<file path="src/rtl/vchannel_fifo_bank.sv">
// vchannel_fifo_bank: four-way virtual-channel FIFO bank feeding the arbiter.
// Words are pushed by vc_id and popped by the arbiter's one-hot grant.
module vchannel_fifo_bank #(
    parameter int DATA_WIDTH = 6,
    parameter int ADDR_WIDTH = 2,
    parameter int AF_LEVEL   = 3
) (
    input  logic                  clk,
    input  logic                  rst,
    input  logic                  enb,
    input  logic                  push,
    input  logic [1:0]            vc_id,
    input  logic [DATA_WIDTH-1:0] data_in,
    input  logic [3:0]            valid_channel,
    output logic                  empty_vchannel0,
    output logic                  empty_vchannel1,
    output logic                  empty_vchannel2,
    output logic                  empty_vchannel3,
    output logic [3:0]            full_vchannel,
    output logic [3:0]            almost_full_vchannel,
    output logic [DATA_WIDTH-1:0] data_out,
    output logic                  valid_out,
    output logic                  error
);

    localparam int DEPTH = 1 << ADDR_WIDTH;
    localparam logic [ADDR_WIDTH:0]   CNT_FULL = (ADDR_WIDTH+1)'(DEPTH);
    localparam logic [ADDR_WIDTH:0]   CNT_AF   = (ADDR_WIDTH+1)'(AF_LEVEL);
    localparam logic [ADDR_WIDTH:0]   CNT_ONE  = (ADDR_WIDTH+1)'(1);
    localparam logic [ADDR_WIDTH-1:0] PTR_ONE  = ADDR_WIDTH'(1);

    logic [DATA_WIDTH-1:0] mem [4][DEPTH];
    logic [ADDR_WIDTH-1:0] wr_ptr [4];
    logic [ADDR_WIDTH-1:0] rd_ptr [4];
    logic [ADDR_WIDTH:0]   count  [4];

    logic [3:0] empty;
    logic       sel_any;
    logic       sel_onehot;
    logic       sel_multi;
    logic [1:0] pop_idx;
    logic       pop_ok;
    logic       pop_same;
    logic       push_req;
    logic       push_ok;
    logic       push_drop;
    logic [3:0] pop_vec;
    logic [3:0] push_vec;

    // Status flags decoded from the registered occupancy counts
    always_comb begin
        empty                = '0;
        full_vchannel        = '0;
        almost_full_vchannel = '0;
        for (int i = 0; i < 4; i++) begin
            empty[i]                = (count[i] == '0);
            full_vchannel[i]        = (count[i] == CNT_FULL);
            almost_full_vchannel[i] = (count[i] >= CNT_AF);
        end
    end

    assign empty_vchannel0 = empty[0];
    assign empty_vchannel1 = empty[1];
    assign empty_vchannel2 = empty[2];
    assign empty_vchannel3 = empty[3];

    // Grant legality check and one-hot to index encode
    always_comb begin
        sel_any    = |valid_channel;
        sel_onehot = sel_any &&
                     ((valid_channel & (valid_channel - 4'd1)) == 4'd0);
        sel_multi  = sel_any && !sel_onehot;
        pop_idx    = 2'd0;
        for (int i = 0; i < 4; i++) begin
            if (valid_channel[i]) pop_idx = 2'(i);
        end
    end

    // Accept decisions; a full channel takes a push only while it is popped
    always_comb begin
        pop_ok    = enb && sel_onehot && !empty[pop_idx];
        pop_same  = pop_ok && (pop_idx == vc_id);
        push_req  = enb && push;
        push_ok   = push_req && (!full_vchannel[vc_id] || pop_same);
        push_drop = push_req && !push_ok;
        pop_vec   = pop_ok ? valid_channel : 4'd0;
        push_vec  = push_ok ? (4'd1 << vc_id) : 4'd0;
    end

    // Per-channel pointers and occupancy counts
    always_ff @(posedge clk or posedge rst) begin
        if (rst) begin
            for (int i = 0; i < 4; i++) begin
                wr_ptr[i] <= '0;
                rd_ptr[i] <= '0;
                count[i]  <= '0;
            end
        end else begin
            for (int i = 0; i < 4; i++) begin
                if (push_vec[i]) wr_ptr[i] <= wr_ptr[i] + PTR_ONE;
                if (pop_vec[i])  rd_ptr[i] <= rd_ptr[i] + PTR_ONE;
                case ({push_vec[i], pop_vec[i]})
                    2'b10:   count[i] <= count[i] + CNT_ONE;
                    2'b01:   count[i] <= count[i] - CNT_ONE;
                    default: count[i] <= count[i];
                endcase
            end
        end
    end

    // Storage array; contents are don't-care until counted as valid
    always_ff @(posedge clk) begin
        if (push_ok) mem[vc_id][wr_ptr[vc_id]] <= data_in;
    end

    // Registered pop output and sticky protocol error
    always_ff @(posedge clk or posedge rst) begin
        if (rst) begin
            data_out  <= '0;
            valid_out <= 1'b0;
            error     <= 1'b0;
        end else begin
            valid_out <= pop_ok;
            if (pop_ok) data_out <= mem[pop_idx][rd_ptr[pop_idx]];
            if (push_drop || (enb && sel_multi)) error <= 1'b1;
        end
    end

endmodule

</file>
<file path="config.mk">
export PLATFORM = sky130hd
export DESIGN_NAME = vchannel_fifo_bank
export DESIGN_NICKNAME = d
export VERILOG_FILES = /design/src/rtl/vchannel_fifo_bank.sv
export SDC_FILE = /design/constraint.sdc
export NUM_CORES = 1
export LEC_CHECK = 0
export ABC_AREA = 1
export CAP_MARGIN = 20
export CORE_UTILIZATION = 44
export DETAILED_ROUTE_END_ITERATION = 7
export RECOVER_POWER = 100
export SLEW_MARGIN = 10
export SYNTH_ARGS = -nofsm -noshare
export SYNTH_HDL_FRONTEND = slang
export SYNTH_SLANG_ARGS = --single-unit
</file>
<file path="constraint.sdc">
create_clock -name clk -period 2.5 [get_ports clk]
set_input_delay 0.375 -clock clk [delete_from_list [all_inputs] [get_ports clk]]
set_output_delay 0.375 -clock clk [all_outputs]
set_load 0.01 [all_outputs]
</file>
# Word-level counts from Yosys, hierarchy flattened
# Memory sizes are Yosys's and may differ from the RTL's.
# Cells that the tools add are included.
[op_classes]
eq_ne = 13
n_shift = 1
n_lt_le_gt_ge = 11
reduce_logical = 26
n_mux = 26
bitwise = 5
add_sub_neg = 17
[op_table]
columns = ["operator", "count"]
rows = [
  ["$mux 24", 1],
  ["$pmux 3 s2", 4],
  ["$mux 6", 3],
  ["$add 2x1->2 const B", 8],
  ["$add 3x1->3 const B", 4],
  ["$bmux 6 s2", 1],
  ["$demux 6 s2", 1],
  ["$eq 3x3->1 const B", 4],
  ["$ge 3x2->1 const B", 4],
  ["$ge 3x3->1 const B", 4],
  ["$logic_not 3->1", 4],
  ["$mux 2", 6],
  ["$not 2->3", 4],
  ["$sub 3x1->3 const B", 4],
  ["$logic_and 1x1->1", 10],
  ["$bmux 2 s2", 2],
  ["$eq 2x1->1 const B", 4],
  ["$eq 2x2->1 const B", 4],
  ["$mux 4", 2],
  ["$reduce_bool 2->1", 4],
  ["$lt 2x3->1 const B", 2],
  ["$and 4x4->4", 1],
  ["$bmux 1 s2", 2],
  ["$logic_not 1->1", 4],
  ["8 further kinds", 12],
]
[totals]
ram_bits = 96
register_bits = 36
mem_count = 1
[memory_table]
columns = ["name", "depth", "word_bits", "rd", "rd_ports_with_merged_regs", "write_ports", "line_no", "source"]
rows = [
  ["mem", 4, 24, 1, 0, 1, "32", "logic [DATA_WIDTH-1:0] mem [4][DEPTH];"],
]

# Longest topological paths before layout
# Gate-level depths: netlist (run 1).
[depth]
ltp_word = 13
ltp_mapped = 15
depth_no_buf = 15

# Worst setup path before layout (run 1)
# No wires, ideal clock.
[synth_timing]
kind = "input-to-reg"
startpoint = "in valid_channel[1]"
endpoint = "reg count[8] (netlist bit)"
n_path_buf = 2
required_time_ns = 2.369
t_arrival_ns = 2.287
path_stages = 15
setup_slack_ns = 0.082
setup_ns = 0.131
path_cell_list = "buf_4 > nor2_2 > nand2_1 > nand2_2 > nand2_4 > nor2_8 > nand3_2 > buf_6 > nor2_2 > ha_1 > inv_1 > fa_1 > a21oi_1 > o21ai_0 > xor2_1"
[synth_between]
elab_cells_between_ends = 23
cone_classes = "add/sub: 1; eq/ne: 3; mux: 8; bitwise: 1; reduce/logical: 10"
[synth_rtl]
columns = ["element", "line_no", "source"]
rows = [
  ["start: declaration", "14", "input logic [3:0] valid_channel,"],
  ["branches (longest 7 deep; another with $sub 4x1->4)", "-", ""],
  ["$mux 4 *", "86", "pop_vec = pop_ok ? valid_channel : 4'd0;"],
  ["named net pop_vec[1]", "47", "logic [3:0] pop_vec;"],
  ["$eq 2x1->1 or $eq 2x2->1 (tied branches)", "102", "case ({push_vec[i], pop_vec[i]})"],
  ["$pmux 3 s2 or $reduce_bool 2->1 (tied branches)", "-", ""],
  ["end signal: indexed assignment", "103", "2'b10: count[i] <= count[i] + CNT_ONE;"],
  ["end signal: indexed assignment", "104", "2'b01: count[i] <= count[i] - CNT_ONE;"],
  ["end signal: indexed assignment", "105", "default: count[i] <= count[i];"],
  ["end: declaration", "35", "logic [ADDR_WIDTH:0] count [4];"],
]
# Mark *: on every way through the listed nets, which the timed path passes. The select of a mux whose other input is x is not followed.
# A chain may end at the register's enable or synchronous reset.

# Worst setup path in the final report (run 1)
[layout_timing]
startpoint = "in valid_channel[1]"
endpoint = "reg count[7] (netlist bit)"
[layout_between]
elab_chain_len = 13
elab_cells_between_ends = 23
cone_classes = "add/sub: 1; eq/ne: 3; mux: 8; bitwise: 1; reduce/logical: 10"
[layout_lines]
columns = ["element"]
rows = [
  ["branches (longest 13 deep; another with $sub 4x1->4)"],
]
# Several ways; the timed one is not identified. The select of a mux whose other input is x is not followed.

==> summary.md, run 1 <==
| Metric | Value |
|---|---|
| Max Cap Viol | 0 |
| Synth cell types | 35 |
| Asr flop ratio synth | 27.3% |
| Input/output buffers | 35 |
| Vias in the first global route | 4419 |
| Worst EP arrival | 2.73 ns |
| Drt wl/cell | 15.9 um |
| Status | finished clean |
| Yosys warning total | 0 |
| Total die area | 0.0145 mm^2 |
| CTS Hold Buffers Added | 0 |
| R2r worst-path depth | 14 |
| Hold path start | wr_ptr[5] |
| Post-synth EDFFs | 96 |
| FF+latch count, synth | 132 |
| Placed insts | 850 |
| Synth Area in Adders | 2.12% |
| Pwr dens | 903 mW/mm^2 |
| Internal | 0.00476 W |
| Worst-Skew Late Latency | 0.42 ns |
| CTS max path bufs | 2 |
| Initial drt markers | 408 |
| First-pass GRT wire length | 23700 um |
| Total Routed Length | 14000 um |
| R2R setup slack | 0.15 ns |
| CTS Buf Count | 17 |
| Critical Path Sink Type | register |
| XOR/XNOR share of the synthesized area | 2.26% |
| Skew final | 0.0112 ns |
| Mux share of post-synthesis cell area | 0% |
| Synthesis-to-finish area growth | 26.1% |
| Global router's overall resource usage | 22.0% |
| Post-synthesis compound-gate area fraction | 6.96% |
| GP Congestion | 0.840 |
| Max_slew headroom | 37.0% |
| Number of sinks on the clock net | 132 |
| Chip width | 120 um |
| Top cells by area, synth | edfxtp_1 (47%), dfrtp_1 (15%), nand2_1 (5.7%), nor2_1 (5.4%), o21ai_0 (4.0%) |
| Final Total Pwr | 0.00700 W |
| Multi-input gate area | 0.00205 mm^2 |
| Hold Slack | 0.468 ns |
| Largest family of logic cells by synthesized area | simple AND/OR/NAND/NOR gates |
| H-Tree Depth | 4 |
| Filler cells | 1186 |
| Finish-stage setup viols | 0 |
| Post-route design area | 0.00775 mm^2 |
| # nets final | 718 |
| Initial antenna violation count | 0 |
| Maximum VDD drop | 0.502 mV |
| Required time worst endpoint | 2.83 ns |
| Simple-Gate Fraction of Synth Area | 21.2% |
| Area after DPL | 0.00715 mm^2 |
| Crit Path Class | input port to register |
| Clock power share | 32.6% |
| Most frequent cell after synthesis | edfxtp_1 |
| Site Rows | 42 |
| Ys flop type | edfxtp_1 |
| Leak | 3.31 nW |
| Core ar. | 0.0135 mm^2 |
| Final ANT Viol Nets | 0 |
| Yosys top cell area share | 46.9% |
| Synthesized area | 0.00615 mm^2 |
| Max frequency | 418 MHz |
| Hpwl dp | 9880 um |
| FF-to-FF Start | count[9] |
| Post-Syn Nets | 609 |
| Diodes inserted | 0 |
| Detailed-route DRC error count | 0 |
| Starting Density | 45.7% |
| Final Max Slew Viols | 0 |
| Die height | 120 um |
| Cell taking the most area after synthesis | edfxtp_1 |
| Top post-synthesis cells by count | edfxtp_1 (96), nand2_1 (94), nor2_1 (89), inv_1 (60), o21ai_0 (49) |
| Sequential share of the synthesized area | 61.5% |
| NetSw | 0.00224 W |
| Mapped Cells | 585 |
| Syn Area/Cell | 10.5 um^2 |
| Vias | 4409 |
| Grt total ovfl | 0 |
| RSZ-0062 raised after global routing | true |
| Largest net degree at the start of global routing | 54 |
| Hold depth | 2 |
| CTS tree | done |
| Hold endpoint | wr_ptr[5] |
| Crit path launch type | input port |
| Cell chosen for the clock root | clkbuf_16 |
| Worst slew pin tran | 0.945 ns |
| Vias/cell | 4.99 |
| Layout Cells excl Fill | 883 |
| Worst min path class | register to register |
| Final Cycle Share | 95.7% |
| Register area | 0.00378 mm^2 |
| Final Hold Vio Count | 0 |
| Comb power frac | 26.6% |
| Share of cells above drive strength 1 | 22.5% |
| Crit Reg-Reg Endpoint | count[8] |
| Reg power frac | 40.8% |
| IO Count | 36 |
| Switch share | 32.0% |
| CTS clk-pin slew, worst paths | 0.06 ns |
| Worst-path fanout max | 6 |
| Drt first pass iters | 5 |
| Tmin final | 2.39 ns |
## layer usage
metal / vias up / track usage (%) / part of all wire [%]
met1: 2104 / 30.7 / 47
met2: 93 / 34.5 / 48
met5: - / 0 / 0
li1: 2195 / - / -
met4: 0 / 6.94 / 1.4
met3: 17 / 4.53 / 4.0
## critical path, cell delays in order
cell             delay [ns]
clkdlybuf4s50_1        0.46
buf_4                  0.16
nor2_2                 0.05
buf_4                  0.14
nand2_4                0.06
nand2_4                0.06
nor2_8                 0.09
buf_4                  0.12
nand4_4                0.08
nand2_4                0.12
nand3_2                0.11
ha_1                   0.20
inv_1                  0.10
fa_2                   0.43
o21ai_0                0.16
## power by group through the flow
| stage | Combinational [W] | Clock (W) | Sequential, W |
|---|---|---|---|
| 6_report | 0.00186 | 0.00228 | 0.00286 |
| 5_1_grt | 0.00210 | 0.00242 | 0.00290 |
| 4_1_cts | 0.00184 | 0.00232 | 0.00285 |
| 3_5_place_dp | 0.00183 | 0 | 0.00289 |
| 3_3_place_gp | 0.00178 | 0 | 0.00288 |
| 2_1_floorplan | 0.00105 | 0 | 0.00288 |
## registers in the layout (all words and copies together) (netlist names)
register,cells
count,12
data_out,6
error,1
mem,96
rd_ptr,8
valid_out,1
wr_ptr,8
## final cells by class
class	count	area share (%)
inverters	65	3.15
well taps	176	2.84
multi-input cells	369	26.5
flip-flops and latches	132	48.8
clock inverters	15	1.58
clock buffers	17	5.49
repair buffers	109	11.7
## metrics by stage
stage               setup TNS [ns]  setup slack [ns]  util (%)
finish                           0             0.108      57.6
global route               -0.0224           -0.0224      57.6
CTS                        -0.0113           -0.0113      57.3
detailed placement          -20.10            -0.508      53.1
global placement            -12.07            -0.393      53.1
floorplan                        0            0.0823         -
## how the worst max path moves through the flow
stage / slack (ns) / end / cells after the start / startpoint
final: 0.11 / count[7] / 15 / valid_channel[1]
after global routing: -0.02 / count[8] / 17 / valid_channel[1]
after CTS: -0.01 / count[8] / 15 / valid_channel[1]
after detailed placement: -0.51 / count[8] / 15 / valid_channel[3]
after global placement: -0.39 / count[5] / 15 / valid_channel[1]
after floorplan: 0.08 / count[8] / 15 / valid_channel[1]
## layout by cell type, fill, tap and decap left out, types with 2 or more instances in the layout
cell type	synthesis	final
inv_1	60	51
nand4_1	11	11
o21ai_1	0	6
clkinv_1	1	2
a21oi_1	17	17
nand4_2	4	4
edfxtp_1	96	96
nand2_1	94	93
nand2_4	5	5
o21ai_0	49	43
nand3_4	2	3
nor3_1	4	4
nor2_4	2	2
clkinvlp_4	0	2
nor2_8	2	2
dlygate4sd3_1	0	15
clkdlybuf4s50_1	0	18
o211ai_1	9	9
buf_4	2	71
inv_2	4	13
nand3_2	4	10
nand3_1	40	33
nor2_2	5	4
xnor2_1	5	5
clkbuf_16	0	17
clkinv_4	0	4
fa_2	0	3
xor2_1	9	9
inv_6	0	6
nand2_2	5	6
dfrtp_1	36	36
ha_1	4	4
nor2_1	89	90
## what timing repair did
action                     in CTS  in global routing
hold endpoints to repair        0                  0
buffers inserted                0                  1
setup endpoints to repair       2                 14
gates resized for setup         3                 28
gates cloned                    0                  0
pin swaps                       0                  2
## cell families (layout without fill, tap and decap cells)
kind of cell             Yosys count  count (layout)
AO/OA/AOI/OAI                     78              78
XOR/XNOR                          15              15
adder cells (fa/ha/maj)            8               8
buffers and inverters             84             206
flip-flops                       132             132
AND/OR/NAND/NOR                  268             268
No activity file was read; power rests on OpenSTA's default activity.
==> inputs of run 2 (changes only) <==
- DONT_BUFFER_PORTS: not set -> 1
==> summary.md, run 2 (synthesized netlist as in run 1, its figures left out) <==
| Metric | Value |
|---|---|
| Synthesis-to-finish area growth | 15.2% |
| Final Hold Vio Count | 0 (unchanged) |
| Worst slew pin tran | 0.947 ns (+0.00220 ns) |
| Worst setup path start | count[4] |
| Drt wl/cell | 16.8 um (+5.9%) |
| Max Cap Viol | 0 (unchanged) |
| Drt first pass iters | 5 (unchanged) |
| Switch share | 31.1% (-0.91 points) |
| CTS Buf Count | 17 (unchanged) |
| Worst EP arrival | 2.69 ns (-0.04 ns) |
| Input/output buffers | 0 (-100%) |
| Crit path cell chain | nor3_1 > buf_4 > a22oi_1 > nand3_1 > nand2_4 > nand3_2 > ha_1 > inv_1 > fa_1 > a21oi_1 > o21ai_0 > xor2_1 |
| Max reg flops | 96 (unchanged) |
| Vias | 4153 (-5.8%) |
| Status | finished clean |
| Tmin final | 2.40 ns (+0.0120 ns) |
| WP buf/inv | 2 (-3) |
| Worst-Skew Late Latency | 0.41 ns (about the same) |
| Multi-input gate area | 0.00201 mm^2 (-1.8%) |
| Leak | 2.92 nW (-12%) |
| TNS Setup | 0 ns (unchanged) |
| Total Routed Length | 13700 um (-2.6%) |
| Final Max Slew Viols | 0 (unchanged) |
| Detailed-route DRC error count | 0 (unchanged) |
| Total die area | 0.0145 mm^2 (unchanged) |
| CP top delay family | simple AND/OR/NAND/NOR gates |
| Global router's overall resource usage | 20.7% (-1.3 points) |
| # nets final | 647 (-9.9%) |
| Max_slew headroom | 36.9% (-0.15 points) |
| FF-to-FF Start | count[4] |
| Largest net degree at the start of global routing | 54 (unchanged) |
| Die height | 120 um (unchanged) |
| Vias in the first global route | 4275 (-3.3%) |
| CTS tree | done |
| Number of sinks on the clock net | 132 (unchanged) |
| Post-Route Utilization | 52.7% (-5.0 points) |
| Comb power frac | 21.0% (-5.6 points) |
| CP max stage delay | 0.40 ns (-0.06 ns) |
| Initial drt markers | 323 (-21%) |
| Finish-stage setup viols | 0 (unchanged) |
| Skew final | 0.0120 ns (+0.000757 ns) |
| Starting Density | 45.7% (unchanged) |
| Max frequency | 416 MHz (-0.50%) |
| IO Count | 36 (unchanged) |
| Site Rows | 42 (unchanged) |
| Maximum VDD drop | 0.476 mV (-5.1%) |
| CTS clk-pin slew, worst paths | 0.06 ns (about the same) |
| Crit path launch type | register |
| Grt total ovfl | 0 (unchanged) |
| Final ANT Viol Nets | 0 (unchanged) |
| Hpwl dp | 9450 um (-4.3%) |
| Filler cells | 1214 (+2.4%) |
| Share of cells above drive strength 1 | 15.4% (-7.1 points) |
| NetSw | 0.00209 W (-6.4%) |
| Pwr dens | 951 mW/mm^2 (+5.4%) |
| First-pass GRT wire length | 22200 um (-6.3%) |
| Cell chosen for the clock root | clkbuf_16 |
| Core ar. | 0.0135 mm^2 (unchanged) |
| Initial antenna violation count | 0 (unchanged) |
| Final Cycle Share | 96.2% (+0.48 points) |
| Critical-path top delay cell | dfrtp_1 |
| Worst min path class | input port to register |
| Critical Path Sink Type | register |
| Most frequent cells in the layout | edfxtp_1 (96), nand2_1 (93), nor2_1 (90) |
| Required time worst endpoint | 2.79 ns (-0.04 ns) |
| Reg power frac | 43.0% (+2.2 points) |
| Register area | 0.00378 mm^2 (unchanged) |
| Chip width | 120 um (unchanged) |
| Clock power share | 36.0% (+3.4 points) |
| Diodes inserted | 0 (unchanged) |
| Worst-path fanout max | 6 (unchanged) |
| Hold path start | data_in[2] |
| GP Congestion | 0.879 (+4.7%) |
| CTS max path bufs | 2 (unchanged) |
| Vias/cell | 5.11 (+2.4%) |
| Crit Path Class | register to register |
| Commonest non-fill, non-tap cell in the layout | edfxtp_1 |
| H-Tree Depth | 4 (unchanged) |
| Internal | 0.00464 W (-2.4%) |
==> run 2: layer usage <==
metal	track usage [%]	up-vias	wire length [um]
met5	0	-	0
met4	6.25	0	103
met3	5.90	11	779
met2	32.7	106	6480
met1	27.6	1985	6300
li1	-	2051	-
==> run 2: worst register-to-register path, delay by kind of cell, from the launching register on <==
| family | cells | cell delay (ns) |
|---|---|---|
| xor gates and xnor gates | 1 | 0.16 |
| AOI/OAI and AO/OA | 3 | 0.36 |
| buffers and inverters | 2 | 0.23 |
| and+or+nand+nor | 4 | 0.59 |
| adders and majority gates | 2 | 0.55 |
| DFF | 1 | 0.40 |
==> run 2: per-stage QoR <==
stage               std cells  total power [W]  hold slack, ns  setup WS [ns]  instance area [um^2]
floorplan                 585          0.00393           0.441         0.0823                  6150
global placement          778          0.00429           0.409          0.135                  6520
detailed placement        778          0.00435           0.416         0.0584                  6520
CTS                       811          0.00680          0.0389         0.0802                  7110
global route              812          0.00710          0.0351        -0.0101                  7080
finish                    812          0.00674          0.0538         0.0960                  7080
==> run 2: final cells by class <==
class | instances | area share, %
flip-flops and latches | 132 | 53.4
repair buffers | 38 | 3.34
clock buffers | 18 | 6.06
inverters | 65 | 3.44
clock inverters | 14 | 2.21
multi-input cells | 369 | 28.4
well taps | 176 | 3.11
==> run 2: power groups by stage <==
stage	clock, W	combinational (W)	sequential (W)
detailed placement	0	0.00143	0.00292
CTS	0.00247	0.00144	0.00289
finish	0.00243	0.00141	0.00290
global placement	0	0.00138	0.00291
floorplan	0	0.00105	0.00288
global route	0.00256	0.00160	0.00294
==> run 2: worst paths after layout <==
check / to / slack, ns / depth (start not counted)
worst max-delay path: count[8] / 0.1 / 12
max in group asynchronous: wr_ptr[7] / 1.21 / 3
worst min-delay path: mem[2][20] / 0.05 / 0
worst min register to register: rd_ptr[5] / 0.47 / 1
worst max register to register: count[8] / 0.1 / 12
min in group asynchronous: data_out[0] / 0.70 / 3
==> run 2: what timing repair did <==
action                                  CTS  global route
resized for setup                         0            16
endpoints found under the hold margin    36             0
buffers inserted                          0             1
endpoints found under the setup margin    0             4
hold buffers                              1             0
==> inputs of run 3 (changes only) <==
- clock period: 2.5 -> 2.9 ns (I/O delays scaled with it)
==> summary.md, run 3 (synthesized netlist as in run 1, its figures left out) <==
| Metric | Value |
|---|---|
| Critical-path top delay cell | dfrtp_1 |
| GP Congestion | 0.842 (-4.3%) |
| Hpwl dp | 9430 um (-0.25%) |
| Initial drt markers | 340 (+5.3%) |
| Crit Path Class | register to register |
| Drt first pass iters | 6 (+1) |
| Max Cap Viol | 1 (+1) |
| Global router's overall resource usage | 20.6% (-0.10 points) |
| Critical Path Sink Type | register |
| Final ANT Viol Nets | 0 (unchanged) |
| Vias/cell | 5.11 (about the same) |
| Final Cycle Share | 87.9% (-8.3 points) |
| Initial antenna violation count | 0 (unchanged) |
| Worst-path fanout max | 9 (+3) |
| Max frequency | 392 MHz (-5.7%) |
| CP max stage delay | 0.40 ns (about the same) |
| Max_slew headroom | -11.8% (-49 points) |
| Leak | 2.80 nW (-4.2%) |
| Final Hold Vio Count | 0 (unchanged) |
| Die height | 120 um (unchanged) |
| Diodes inserted | 0 (unchanged) |
| Core ar. | 0.0135 mm^2 (unchanged) |
| First-pass GRT wire length | 21900 um (-1.6%) |
| Finish-stage setup viols | 0 (unchanged) |
| Status | finished with violations |
| Post-cts resize count | 0 (unchanged) |
| Cell chosen for the clock root | clkbuf_16 |
| CTS max path bufs | 2 (unchanged) |
| Tmin final | 2.55 ns (+0.144 ns) |
| Worst-Skew Late Latency | 0.42 ns (about the same) |
| Vias | 4069 (-2.0%) |
| Final Max Slew Viols | 30 (+30) |
| Most frequent cells in the layout | edfxtp_1 (96), nand2_1 (94), nor2_1 (92) |
| # nets final | 631 (-2.5%) |
| CTS tree | done |
| Pwr dens | 829 mW/mm^2 (-13%) |
| Max reg flops | 96 (unchanged) |
| Chip width | 120 um (unchanged) |
| Maximum VDD drop | 0.468 mV (-1.7%) |
| Failing checks | capacitance limit, slew limit |
| Synthesis-to-finish area growth | 11.7% |
| Total die area | 0.0145 mm^2 (unchanged) |
| Layout Cells excl Fill | 796 (-2.0%) |
| Placed insts | 763 (-1.9%) |
| CP top delay family | simple AND/OR/NAND/NOR gates |
| IO Count | 36 (unchanged) |
| Crit path cell chain | nor3_1 > a22oi_1 > nand3_1 > nand2_4 > nand3_1 > ha_1 > inv_1 > fa_1 > a21oi_1 > o21ai_0 > xor2_1 |
| Largest net degree at the start of global routing | 36 (-33%) |
| Number of sinks on the clock net | 132 (unchanged) |
| CTS clk-pin slew, worst paths | 0.06 ns (about the same) |
| Input/output buffers | 0 (unchanged) |
| TNS Setup | 0 ns (unchanged) |
| Detailed-route DRC error count | 0 (unchanged) |
| Worst EP arrival | 2.84 ns (+0.15 ns) |
| Vias in the first global route | 3933 (-8.0%) |
| Worst slew pin tran | 1.68 ns (+0.729 ns) |
| Total Routed Length | 13500 um (-1.1%) |
| RSZ-0062 raised after global routing | false |
| CTS Buf Count | 17 (unchanged) |
| Drt wl/cell | 17.0 um (+0.91%) |
| Worst min path class | input port to register |
| Required time worst endpoint | 3.19 ns (+0.40 ns) |
| WP buf/inv | 1 (-1) |
| H-Tree Depth | 4 (unchanged) |
| Starting Density | 45.7% (unchanged) |
| Grt total ovfl | 0 (unchanged) |
| Commonest non-fill, non-tap cell in the layout | edfxtp_1 |
| Skew final | 0.00869 ns (-0.00327 ns) |
| Share of cells above drive strength 1 | 10.5% (-4.9 points) |
| Crit path launch type | register |
| Site Rows | 42 (unchanged) |
| Most frequent CP cell | nand3_1 |
==> run 3: cell types whose count changed in the layout (fill, tap and decap cells not counted), moves of 4 or more <==
cell     previous run  this run
inv_2              10         3
inv_1              54        61
buf_4              23        11
nand4_1            12        16
nand3_1            39        43
==> run 3: area by class of cell <==
type / count / area [um^2]
Clock buffer: 18 / 429
Clock inverter: 14 / 151
Fill cell: 1251 / 6590
Inverter: 65 / 244
Multi-Input combinational cell: 369 / 1910
Sequential cell: 132 / 3780
Tap cell: 176 / 220
Timing Repair Buffer: 22 / 130
==> run 3: final timing paths <==
path | from | endpoint | slack [ns] | depth (start not counted)
min reg2reg | wr_ptr[5] | wr_ptr[5] | 0.47 | 2
min in group asynchronous | rst | valid_out | 0.39 | 2
min | data_in[1] | mem[1][13] | 0.11 | 0
max reg2reg | count[4] | count[8] | 0.35 | 11
max | count[4] | count[8] | 0.35 | 11
max in group asynchronous | rst | wr_ptr[2] | 0.65 | 3
==> run 3: report_power, final <==
group	internal (W)	total, W	switching, W
clock network	0.00127	0.00210	0.000832
logic	0.000362	0.00110	0.000739
registers	0.00230	0.00249	0.000187
total	0.00394	0.00570	0.00176
==> run 3: what timing repair did <==
action,4_1_cts,5_1_grt
setup buffers,0,0
endpoints found under the hold margin,7,0
hold buffers,1,0
==> run 3: routing by layer <==
layer	vias up	track usage (%)	share of wire (%)
met5	-	0	0
met4	0	7.48	1.4
met3	17	4.53	4.8
met2	100	31.4	45
met1	1941	28.9	48
li1	2011	-	-
==> run 3: stage by stage <==
step                      instance area, um^2  total power, W  hold WS (ns)  worst slack, ns  util, %
after global placement                   6410         0.00364         0.279            0.389     47.6
after CTS                                7000         0.00580        0.0948            0.337     52.0
after detailed placement                 6410         0.00369         0.282            0.309     47.6
after floorplan                          6150         0.00339         0.441            0.422        -
final                                    6870         0.00570         0.108            0.352     51.1
after global routing                     6870         0.00598        0.0915            0.125     51.1
==> run 3: worst reg2reg max path: cells and delay by family (launching register included) <==
kind / cells / cell delay (ns)
buffers and inverters: 1 / 0.07
flip-flops: 1 / 0.40
XOR/XNOR: 1 / 0.15
AND/OR/NAND/NOR: 4 / 0.83
adder cells (fa/ha/maj): 2 / 0.56
AO/OA/AOI/OAI: 3 / 0.41
